File: src/rtl/uart_pkg.sv
// Shared definitions for the UART transmit path: byte width, TX sequencer
// states and a constant-width helper.
package uart_pkg;

    localparam int BYTE_W = 8;

    typedef enum logic [1:0] {
        TX_IDLE       = 2'd0,
        TX_LOAD       = 2'd1,
        TX_WAIT_START = 2'd2,
        TX_WAIT_DONE  = 2'd3
    } tx_state_e;

    function automatic int clog2(input int value);
        int result;
        result = 0;
        for (int i = 0; i < 31; i++) begin
            if ((32'sd1 <<< i) < value) begin
                result = i + 1;
            end
        end
        return result;
    endfunction

endpackage

File: src/rtl/uart_sync_fifo.sv
// Single-clock FIFO with registered occupancy; full/empty come from the level.
module uart_sync_fifo #(
    parameter int WIDTH = 8,
    parameter int DEPTH = 16
) (
    input  logic                       clk,
    input  logic                       rst_n,
    input  logic                       push_i,
    input  logic [WIDTH-1:0]           wdata_i,
    input  logic                       pop_i,
    output logic [WIDTH-1:0]           rdata_o,
    output logic [$clog2(DEPTH+1)-1:0] level_o,
    output logic                       full_o,
    output logic                       empty_o
);
    localparam int AW = (DEPTH > 1) ? $clog2(DEPTH) : 1;
    localparam int LW = $clog2(DEPTH + 1);

    logic [WIDTH-1:0] mem_q [DEPTH];
    logic [AW-1:0]    wr_ptr_q;
    logic [AW-1:0]    rd_ptr_q;
    logic [LW-1:0]    level_q;
    logic             do_push_s;
    logic             do_pop_s;

    assign full_o    = (level_q == LW'(DEPTH));
    assign empty_o   = (level_q == {LW{1'b0}});
    assign level_o   = level_q;
    assign rdata_o   = mem_q[rd_ptr_q];
    assign do_push_s = push_i & ~full_o;
    assign do_pop_s  = pop_i & ~empty_o;

    // Storage array; contents are don't-care once the pointers reset.
    always_ff @(posedge clk) begin
        if (do_push_s) begin
            mem_q[wr_ptr_q] <= wdata_i;
        end
    end

    // Pointers wrap naturally since DEPTH is a power of two.
    always_ff @(posedge clk) begin
        if (!rst_n) begin
            wr_ptr_q <= {AW{1'b0}};
            rd_ptr_q <= {AW{1'b0}};
            level_q  <= {LW{1'b0}};
        end else begin
            if (do_push_s) begin
                wr_ptr_q <= wr_ptr_q + AW'(1);
            end
            if (do_pop_s) begin
                rd_ptr_q <= rd_ptr_q + AW'(1);
            end
            if (do_push_s && !do_pop_s) begin
                level_q <= level_q + LW'(1);
            end else if (do_pop_s && !do_push_s) begin
                level_q <= level_q - LW'(1);
            end
        end
    end

endmodule

File: src/rtl/uart_tx_scheduler.sv
// Round-robin, frame-locked sharing of one UART transmitter between NREQ
// byte producers, with a TX FIFO and a TE/busy handshake sequencer.
module uart_tx_scheduler
    import uart_pkg::*;
#(
    parameter int NREQ     = 4,
    parameter int DEPTH    = 16,
    parameter int START_TO = 64
) (
    input  logic                       clk,
    input  logic                       rst_n,
    input  logic [NREQ-1:0]            req_valid,
    input  logic [8*NREQ-1:0]          req_data,
    input  logic [NREQ-1:0]            req_last,
    output logic [NREQ-1:0]            req_ready,
    output logic [$clog2(NREQ)-1:0]    grant_id,
    output logic                       grant_vld,
    output logic [7:0]                 uart_tx_dr,
    output logic                       uart_tx_te,
    input  logic                       uart_tx_busy,
    output logic [$clog2(DEPTH+1)-1:0] fifo_level,
    output logic                       fifo_full,
    output logic                       fifo_empty,
    output logic                       err_start_to,
    input  logic                       err_clr
);
    localparam int IDW   = $clog2(NREQ);
    localparam int CNT_W = (clog2(START_TO) > 0) ? clog2(START_TO) : 1;

    logic [IDW-1:0]    grant_id_q, grant_id_d;
    logic              grant_vld_q, grant_vld_d;
    logic [IDW-1:0]    rr_ptr_q, rr_ptr_d;
    logic              pick_found_s;
    logic [IDW-1:0]    pick_id_s;
    logic              accept_s;
    logic [BYTE_W-1:0] push_data_s;

    tx_state_e         state_q, state_d;
    logic [BYTE_W-1:0] tx_dr_q, tx_dr_d;
    logic              tx_te_q, tx_te_d;
    logic [CNT_W-1:0]  to_cnt_q, to_cnt_d;
    logic              err_q, err_d;
    logic              pop_s;
    logic              timeout_s;
    logic [BYTE_W-1:0] fifo_rdata_s;
    logic              fifo_full_s;
    logic              fifo_empty_s;

    assign grant_id     = grant_id_q;
    assign grant_vld    = grant_vld_q;
    assign uart_tx_dr   = tx_dr_q;
    assign uart_tx_te   = tx_te_q;
    assign err_start_to = err_q;
    assign fifo_full    = fifo_full_s;
    assign fifo_empty   = fifo_empty_s;
    assign accept_s     = grant_vld_q & ~fifo_full_s & req_valid[grant_id_q];
    assign push_data_s  = req_data[grant_id_q*BYTE_W +: BYTE_W];

    uart_sync_fifo #(
        .WIDTH (BYTE_W),
        .DEPTH (DEPTH)
    ) u_fifo (
        .clk     (clk),
        .rst_n   (rst_n),
        .push_i  (accept_s),
        .wdata_i (push_data_s),
        .pop_i   (pop_s),
        .rdata_o (fifo_rdata_s),
        .level_o (fifo_level),
        .full_o  (fifo_full_s),
        .empty_o (fifo_empty_s)
    );

    // Only the granted requester sees ready, and only while the FIFO has room.
    always_comb begin
        req_ready = {NREQ{1'b0}};
        for (int i = 0; i < NREQ; i++) begin
            if (grant_vld_q && !fifo_full_s && (grant_id_q == IDW'(i))) begin
                req_ready[i] = 1'b1;
            end else begin
                req_ready[i] = 1'b0;
            end
        end
    end

    // Descending scan so the candidate closest to rr_ptr_q wins.
    always_comb begin
        pick_found_s = 1'b0;
        pick_id_s    = {IDW{1'b0}};
        for (int k = NREQ - 1; k >= 0; k--) begin
            if (req_valid[(int'(rr_ptr_q) + k) % NREQ]) begin
                pick_found_s = 1'b1;
                pick_id_s    = IDW'((int'(rr_ptr_q) + k) % NREQ);
            end else begin
                pick_found_s = pick_found_s;
            end
        end
    end

    // Grant is held until the last beat of the frame is accepted.
    always_comb begin
        grant_vld_d = grant_vld_q;
        grant_id_d  = grant_id_q;
        rr_ptr_d    = rr_ptr_q;
        if (grant_vld_q) begin
            if (accept_s && req_last[grant_id_q]) begin
                grant_vld_d = 1'b0;
                rr_ptr_d    = IDW'((int'(grant_id_q) + 1) % NREQ);
            end else begin
                grant_vld_d = 1'b1;
            end
        end else begin
            if (pick_found_s) begin
                grant_vld_d = 1'b1;
                grant_id_d  = pick_id_s;
            end else begin
                grant_vld_d = 1'b0;
            end
        end
    end

    // TX sequencer: pop, pulse TE, then wait for the UART to start and finish.
    always_comb begin
        state_d   = state_q;
        tx_dr_d   = tx_dr_q;
        tx_te_d   = 1'b0;
        to_cnt_d  = to_cnt_q;
        pop_s     = 1'b0;
        timeout_s = 1'b0;
        case (state_q)
            TX_IDLE: begin
                if (!fifo_empty_s && !uart_tx_busy) begin
                    pop_s   = 1'b1;
                    tx_dr_d = fifo_rdata_s;
                    tx_te_d = 1'b1;
                    state_d = TX_LOAD;
                end else begin
                    state_d = TX_IDLE;
                end
            end
            TX_LOAD: begin
                to_cnt_d = {CNT_W{1'b0}};
                state_d  = TX_WAIT_START;
            end
            TX_WAIT_START: begin
                if (uart_tx_busy) begin
                    state_d = TX_WAIT_DONE;
                end else if (to_cnt_q == CNT_W'(START_TO - 2)) begin
                    timeout_s = 1'b1;
                    state_d   = TX_IDLE;
                end else begin
                    to_cnt_d = to_cnt_q + CNT_W'(1);
                end
            end
            TX_WAIT_DONE: begin
                if (!uart_tx_busy) begin
                    state_d = TX_IDLE;
                end else begin
                    state_d = TX_WAIT_DONE;
                end
            end
            default: begin
                state_d = TX_IDLE;
            end
        endcase
        if (timeout_s) begin
            err_d = 1'b1;
        end else if (err_clr) begin
            err_d = 1'b0;
        end else begin
            err_d = err_q;
        end
    end

    // State registers for arbiter and TX sequencer.
    always_ff @(posedge clk) begin
        if (!rst_n) begin
            grant_vld_q <= 1'b0;
            grant_id_q  <= {IDW{1'b0}};
            rr_ptr_q    <= {IDW{1'b0}};
            state_q     <= TX_IDLE;
            tx_dr_q     <= 8'h00;
            tx_te_q     <= 1'b0;
            to_cnt_q    <= {CNT_W{1'b0}};
            err_q       <= 1'b0;
        end else begin
            grant_vld_q <= grant_vld_d;
            grant_id_q  <= grant_id_d;
            rr_ptr_q    <= rr_ptr_d;
            state_q     <= state_d;
            tx_dr_q     <= tx_dr_d;
            tx_te_q     <= tx_te_d;
            to_cnt_q    <= to_cnt_d;
            err_q       <= err_d;
        end
    end

endmodule

File: config.mk
export PLATFORM = sky130hd
export DESIGN_NAME = uart_tx_scheduler
export DESIGN_NICKNAME = d
export VERILOG_FILES = /design/src/rtl/uart_pkg.sv /design/src/rtl/uart_sync_fifo.sv /design/src/rtl/uart_tx_scheduler.sv
export SDC_FILE = /design/constraint.sdc
export NUM_CORES = 1
export LEC_CHECK = 0
export ABC_AREA = 1
export ABC_CLOCK_PERIOD_IN_PS = 6170
export BUFFER_PORTS_ARGS = -buffer_cell sky130_fd_sc_hd__buf_2
export CAP_MARGIN = 25
export CELL_PAD_IN_SITES_DETAIL_PLACEMENT = 1
export CELL_PAD_IN_SITES_GLOBAL_PLACEMENT = 1
export CORE_ASPECT_RATIO = 0.75
export CORE_UTILIZATION = 50
export DETAILED_ROUTE_END_ITERATION = 7
export PLACE_DENSITY = 0.85
export SYNTH_ARGS = -nofsm -noshare
export SYNTH_HDL_FRONTEND = slang
export SYNTH_SLANG_ARGS = --single-unit
File: constraint.sdc
create_clock -name clk -period 6.17 [get_ports clk]
set_input_delay 0.3085 -clock clk [delete_from_list [all_inputs] [get_ports clk]]
set_output_delay 0.3085 -clock clk [all_outputs]
set_load 0.02 [all_outputs]
Word level (Yosys, flattened, before mapping)
Memory sizes are Yosys's and may differ from the RTL's. A register that Yosys moved wholly into a read port is not among the register bits.
Cells that the tools add are included.
{"block": "word_totals", "in_bits": 44, "output_inout_bits": 24, "regBits": 28, "memories": 1, "mem_bits_rw": 128}
{"block": "classes", "reduce_logical": 28, "n_eq_ne": 11, "addsub": 9, "n_bitwise": 10, "order_cmp": 5, "shifts": 1, "n_mux": 49}
{"memory": "u_fifo.mem_q", "words": 16, "width": 8, "rd": 1, "rd_ports_with_merged_regs": 1, "wr": 1, "line_no": "uart_sync_fifo.sv:19", "rtl": "logic [WIDTH-1:0] mem_q [DEPTH];"}
{"cell": "$shiftx A32 B6 Y8", "count": 1}
{"cell": "$mux W1", "count": 30}
{"cell": "$mux W2", "count": 7}
{"cell": "$bmux W1 S2", "count": 6}
{"cell": "$lt A3 B4 Y1 const B", "count": 3}
{"cell": "$mux W6", "count": 2}
{"cell": "$pmux W6 S2", "count": 1}
{"cell": "$mux W5", "count": 2}
{"cell": "$logic_and A1 B1 Y1", "count": 9}
{"cell": "$add A4 B1 Y4 const B", "count": 2}
{"cell": "$eq A2 B2 Y1 const B", "count": 4}
{"cell": "$pmux W2 S4", "count": 1}
{"cell": "$add A6 B1 Y6 const B", "count": 1}
{"cell": "$eq A6 B6 Y1 const B", "count": 1}
{"cell": "$logic_not A1 Y1", "count": 6}
{"cell": "$lt A2 B3 Y1 const B", "count": 2}
{"cell": "$reduce_and A2 Y1", "count": 3}
{"cell": "$reduce_bool A2 Y1", "count": 3}
{"cell": "$reduce_or A2 Y1", "count": 3}
{"cell": "$add A5 B1 Y5 const B", "count": 1}
{"cell": "$eq A5 B5 Y1 const B", "count": 1}
{"cell": "$logic_not A5 Y1", "count": 1}
{"cell": "$sub A5 B1 Y5 const B", "count": 1}
{"cell": "$add A2 B1 Y2 const B", "count": 2}
{"cell": "9 further kinds", "count": 20}

Logic depth before layout (Yosys ltp)
{"block": "depth", "depth_word": 12, "depth_mapped": 13, "depth_no_buf": 13}

Modules after synthesis
Synthesis repeated with hierarchy kept, for this count alone.
{"block": "unflattened", "hier_cells": 907, "area_unflattened_um2": 8000.2}
{"mod": "uart_sync_fifo", "cells_each": 658, "instances": 1, "seq_area_each_um2": 4184.0, "area_per_inst_um2": 6465.0}
{"mod": "uart_tx_scheduler", "cells_each": 249, "instances": 1, "seq_area_each_um2": 460.4, "area_per_inst_um2": 1535.2}

Worst setup path before layout
Ideal clock, no wire load.
{"block": "synth_timing", "path_type": "reg2reg", "start": "register u_fifo.level_q[0] (netlist: u_fifo.level_o[0])", "end": "register u_fifo.level_q[4] (netlist: u_fifo.level_o[4])", "setup_slack_ns": 3.828, "path_buffers": 0, "path_stages_with_launch": 14, "synth_period_minus_slack_ns": 2.342, "required_time_ns": 6.099, "arrival_time_ns": 2.272, "setup_ns": 0.071, "cell_sequence": "dfxtp_1 -> nor2_1 -> nand4_1 -> nand2_2 -> a21oi_4 -> ha_1 -> inv_1 -> fa_1 -> nand2_1 -> nand2_1 -> a21oi_1 -> xnor2_1 -> nand2_1 -> a21oi_1"}
{"block": "synth_via", "word_cells_on_any_way": 21, "cone_classes": "add/sub (2); eq/ne (1); mux (4); bitwise (6); reduce/logical (8)"}
{"item": "start: declaration", "line_no": "uart_sync_fifo.sv:22", "rtl": "logic [LW-1:0] level_q;"}
{"item": "start signal: assignment", "line_no": "uart_sync_fifo.sv:45", "rtl": "level_q <= {LW{1'b0}};"}
{"item": "start signal: assignment", "line_no": "uart_sync_fifo.sv:54", "rtl": "level_q <= level_q + LW'(1);"}
{"item": "start signal: assignment", "line_no": "uart_sync_fifo.sv:56", "rtl": "level_q <= level_q - LW'(1);"}
{"item": "$eq A5 B5 Y1 *", "line_no": "uart_sync_fifo.sv:26", "rtl": "assign full_o = (level_q == LW'(DEPTH));"}
{"item": "$not A1 Y1 *", "line_no": "uart_sync_fifo.sv:30, uart_tx_scheduler.sv:56"}
{"item": "$and A1 B1 Y1 (2 in series)", "line_no": "uart_tx_scheduler.sv:56", "rtl": "assign accept_s = grant_vld_q & ~fifo_full_s & req_valid[grant_id_q];"}
{"item": "$and A1 B1 Y1 *", "line_no": "uart_sync_fifo.sv:30", "rtl": "assign do_push_s = push_i & ~full_o;"}
{"item": "named net u_fifo.do_push_s", "line_no": "uart_sync_fifo.sv:23", "rtl": "logic do_push_s;"}
{"item": "$logic_not A1 Y1", "line_no": "uart_sync_fifo.sv:55", "rtl": "end else if (do_pop_s && !do_push_s) begin"}
{"item": "$logic_and A1 B1 Y1", "line_no": "uart_sync_fifo.sv:55"}
{"item": "$reduce_bool A2 Y1 (no source line)"}
The timed path passes the listed nets; every way through them passes the cells marked *. The select of a mux whose other input is x is not followed.
A chain may end at the register's enable or synchronous reset.

Worst setup path in the final report
{"block": "layout_timing", "start": "register grant_id_q[0] (netlist: grant_id[0])", "end": "register u_fifo.level_q[4] (netlist: u_fifo.level_o[4])"}
{"block": "layout_via", "elab_chain_len": 7, "word_cells_on_any_way": 9, "cone_classes": "mux (3); bitwise (2); reduce/logical (4)"}
{"item": "start: declaration", "line_no": "uart_tx_scheduler.sv:30", "rtl": "logic [IDW-1:0] grant_id_q, grant_id_d;"}
{"item": "start signal: assignment", "line_no": "uart_tx_scheduler.sv:179", "rtl": "grant_id_q <= {IDW{1'b0}};"}
{"item": "start signal: assignment", "line_no": "uart_tx_scheduler.sv:188", "rtl": "grant_id_q <= grant_id_d;"}
{"item": "$bmux W1 S2 *", "line_no": "uart_tx_scheduler.sv:56"}
{"item": "$mux W1 (not written as such) *", "line_no": "uart_tx_scheduler.sv:56"}
{"item": "$and A1 B1 Y1 *", "line_no": "uart_tx_scheduler.sv:56"}
{"item": "$and A1 B1 Y1 *", "line_no": "uart_sync_fifo.sv:30"}
{"item": "named net u_fifo.do_push_s", "line_no": "uart_sync_fifo.sv:23"}
{"item": "$logic_not A1 Y1", "line_no": "uart_sync_fifo.sv:55"}
{"item": "$logic_and A1 B1 Y1", "line_no": "uart_sync_fifo.sv:55"}
{"item": "$reduce_bool A2 Y1 (no source line)"}
Marked as above.

==> results.toml <==
[pwr]
seqPwrFrac_pct = 38.8
p_comb_share_pct = 33.2
total_power_w = 0.003638
ir_drop_mv = 0.2513
p_switching_w = 0.001381
powerDensity_nw_per_um2 = 424.9
leakage_nw = 3.424
p_int_w = 0.002256
p_clk_share_pct = 27.9
switching_share_pct = 37.97

[sta]
maxSlewViolCount = 0
min_period_ns = 3.106
rsz0062_at_grt = "false"
setup-tns-final_ns = 0
hold_viol = 0
worst_slew_pin_slew_ns = 1.083
skew_ns = 0.01737
max_freq_mhz = 321.9
fin_ws_ns = 3.064
finalCritPeriodShare_pct = 50.34
relSlewSlack_pct = 27.81
setup_violations = 0

[yosys]
ys_seq_elements = 164
synth_nets = 847
yosysSeqAreaShare_pct = 60.59
synth_cell_types = 31
syn-mean-instance-area_um2 = 9.572
syn_inst = 787
syn_area_um2 = 7533
synth_compound_area_share_pct = 9.018
yosysWarningCount = 0
yosys.area_share.adder_pct = 2.757
synth_simple_gate_area_share_pct = 20.25
synth_xor_xnor_area_share_pct = 0.8138
muxShareOfSynthArea_pct = 0
synth_top_family_by_area = "simple AND/OR/NAND/NOR gates"

[global_routing]
grt_start_max_net_pins = 80
antenna_found_initial = 0
grt_pass1_wl_um = 34070
track_usage_pct = 30.21
grt_pass1_vias = 6151
overflow = 0

[setup_path]
cp_max_fo = 26
reg2reg_slack_ns = 3.06
slowest_stage = "dfxtp_1"
reg2reg_from = "grant_id[0]"
critPathKind = "register to register"
path_cells = "o211ai_1 > a21oi_4 > ha_1 > inv_1 > fa_1 > nand2_1 > nand2_1 > a21oi_1 > xnor2_1 > nand2_1 > a21oi_1"
critPathLaunchType = "register"
worstRegToRegCells = 11
worstPathRequired_ns = 6.50
arrival_ns = 3.43
reg2reg_to = "u_fifo.level_o[4]"
cpMostUsedCell = "nand2_1"
max_stage_delay_ns = 0.84
crit_path_end_kind = "register"

[route]
via_count = 6064
viasPerCell = 5.759
routedWlPerCell_um = 21.06
ant_nets = 0
drt_first_pass_iters = 5
wirelength_um = 22170
drt_iter0_markers = 505
drc_errors = 0

[min_path]
min_path_cells = 4
min_delay_worst_endpoint = "err_start_to"
hp-start = "err_clr"
hp-class = "primary input to register"

[clock_tree]
clock_path_buffers = 2
cts_sinks = 164
hold_buffers = 0
clk_latency_ns = 0.44
ctsHtreeMaxLevel = 4
cts_resized = 0
cts_tree = "built"
clock-root-buffer = "clkbuf_16"
cts_setup_buffers = 0
numCtsBuffers = 17
clkTransAtPathRegs_ns = 0.06

[floorplan]
die_h_um = 108.3
initial_core_util_pct = 51.61
placementRows = 38
dieArea_um2 = 15570
pin_count = 68
die-width_um = 143.7
core_area_um2 = 14600

[cells_and_area]
final_common_cell = "nand2_1"
final_util_pct = 58.66
mostFrequentLayoutCells = "nand2_1 (138), nor2_1 (137), edfxtp_1 (128)"
drive_above_1_share_pct = 14.42
final_nets = 900
fin_cells = 1053
diodes = 0
area_growth_pct = 13.65

[status]
outcome = "completed"

[place]
numPortBuffers = 67
dp.cells = 1020
dp_slack_ns = 3.202
hpwl_um = 14210
gp_congestion = 0.8715

[run]
drv_cap = 0
## Yosys cell counts
library cell	number	area [um2]
buf_6	4	45.04
nand2_1	138	518.0
or2_2	1	6.260
nor3_1	2	10.01
inv_2	4	15.01
xnor2_1	2	17.52
a21oi_4	1	16.27
xor2_1	5	43.79
buf_4	2	15.01
clkbuf_2	1	5.000
o211ai_1	23	172.7
ha_1	15	187.7
fa_1	1	20.02
clkbuf_1	7	26.28
nor3_2	2	20.02
edfxtp_1	128	3844
nand3_1	79	395.4
a21oi_1	24	120.1
clkinv_1	4	15.01
o21ai_0	54	270.3
buf_2	20	100.1
o211ai_2	2	25.02
buf_1	2	7.510
o22ai_1	8	50.05
nor2_1	137	514.2
dfxtp_1	36	720.7
nand4_1	5	31.28
nand2_2	3	18.77
nand2_4	1	11.26
inv_1	71	266.5
o21ai_1	5	25.02
## metrics by stage
step | hold WS (ns) | area (um2)
6_report | 0.1286 | 8562
5_1_grt | 0.1717 | 8562
4_1_cts | 0.1181 | 8551
3_5_place_dp | 0.4597 | 7986
3_3_place_gp | 0.4499 | 7986
2_1_floorplan | 0.4438 | 7533
## cell families (layout without fill, tap and decap cells)
kind of cell	after synthesis	in the layout
flops	164	164
compound gates	117	117
fa+ha+maj	16	16
buf+inv	115	181
xor+xnor	7	7
simple gates	368	368
## worst max path at each step
stage | start | slack (ns) | end
global route | grant_id[0] | 2.83 | u_fifo.level_o[4]
finish | grant_id[0] | 3.06 | u_fifo.level_o[4]
floorplan | u_fifo.level_o[0] | 3.83 | u_fifo.level_o[4]
CTS | grant_id[0] | 3.08 | u_fifo.level_o[4]
detailed placement | grant_id[0] | 3.20 | u_fifo.level_o[4]
global placement | grant_id[0] | 3.36 | u_fifo.level_o[4]
## cell type report
cell class                 count  area (um2)
multi-input combinational    508        2524
inverter                      79       296.5
sequential                   164        4566
fill                        1688        6035
clock inverter                 7       43.79
clock buffer                  25       520.5
tap                          200       250.2
timing repair buffer          70       361.6
## layer usage
layer	up-vias	routed length, um	global-route usage, %
met5	-	0	0
met4	0	379	10.11
met3	48	1759	7.617
met2	283	10630	48.82
met1	2974	9400	39.84
li1	2759	-	-
## flip-flops by register name (all words and copies together) (netlist names)
| signal | cells |
|---|---|
| err_start_to | 1 |
| u_fifo.level_o | 5 |
| grant_id | 2 |
| to_cnt_q | 6 |
| uart_tx_dr | 8 |
| grant_vld | 1 |
| u_fifo.wr_ptr_q | 4 |
| u_fifo.rd_ptr_q | 4 |
| u_fifo.mem_q | 128 |
| uart_tx_te | 1 |
| state_q | 2 |
| rr_ptr_q | 2 |
## power groups by stage
| stage | Combinational [W] | Sequential [W] | Clock (W) |
|---|---|---|---|
| global route | 0.00131 | 0.00142 | 0.00106 |
| global placement | 0.00109 | 0.00143 | 0 |
| CTS | 0.00119 | 0.00141 | 0.00102 |
| detailed placement | 0.00115 | 0.00144 | 0 |
| floorplan | 0.000765 | 0.00145 | 0 |
| finish | 0.00121 | 0.00141 | 0.00102 |
## critical path: cells and delay by family, from the launching register on
kind	cells	cell delay (ns)
fa+ha+maj	2	0.66
simple gates	3	0.22
compound gates	4	1.02
xor+xnor	1	0.16
buf+inv	1	0.10
flops	1	0.84
Power figures use the tool's default switching activity.
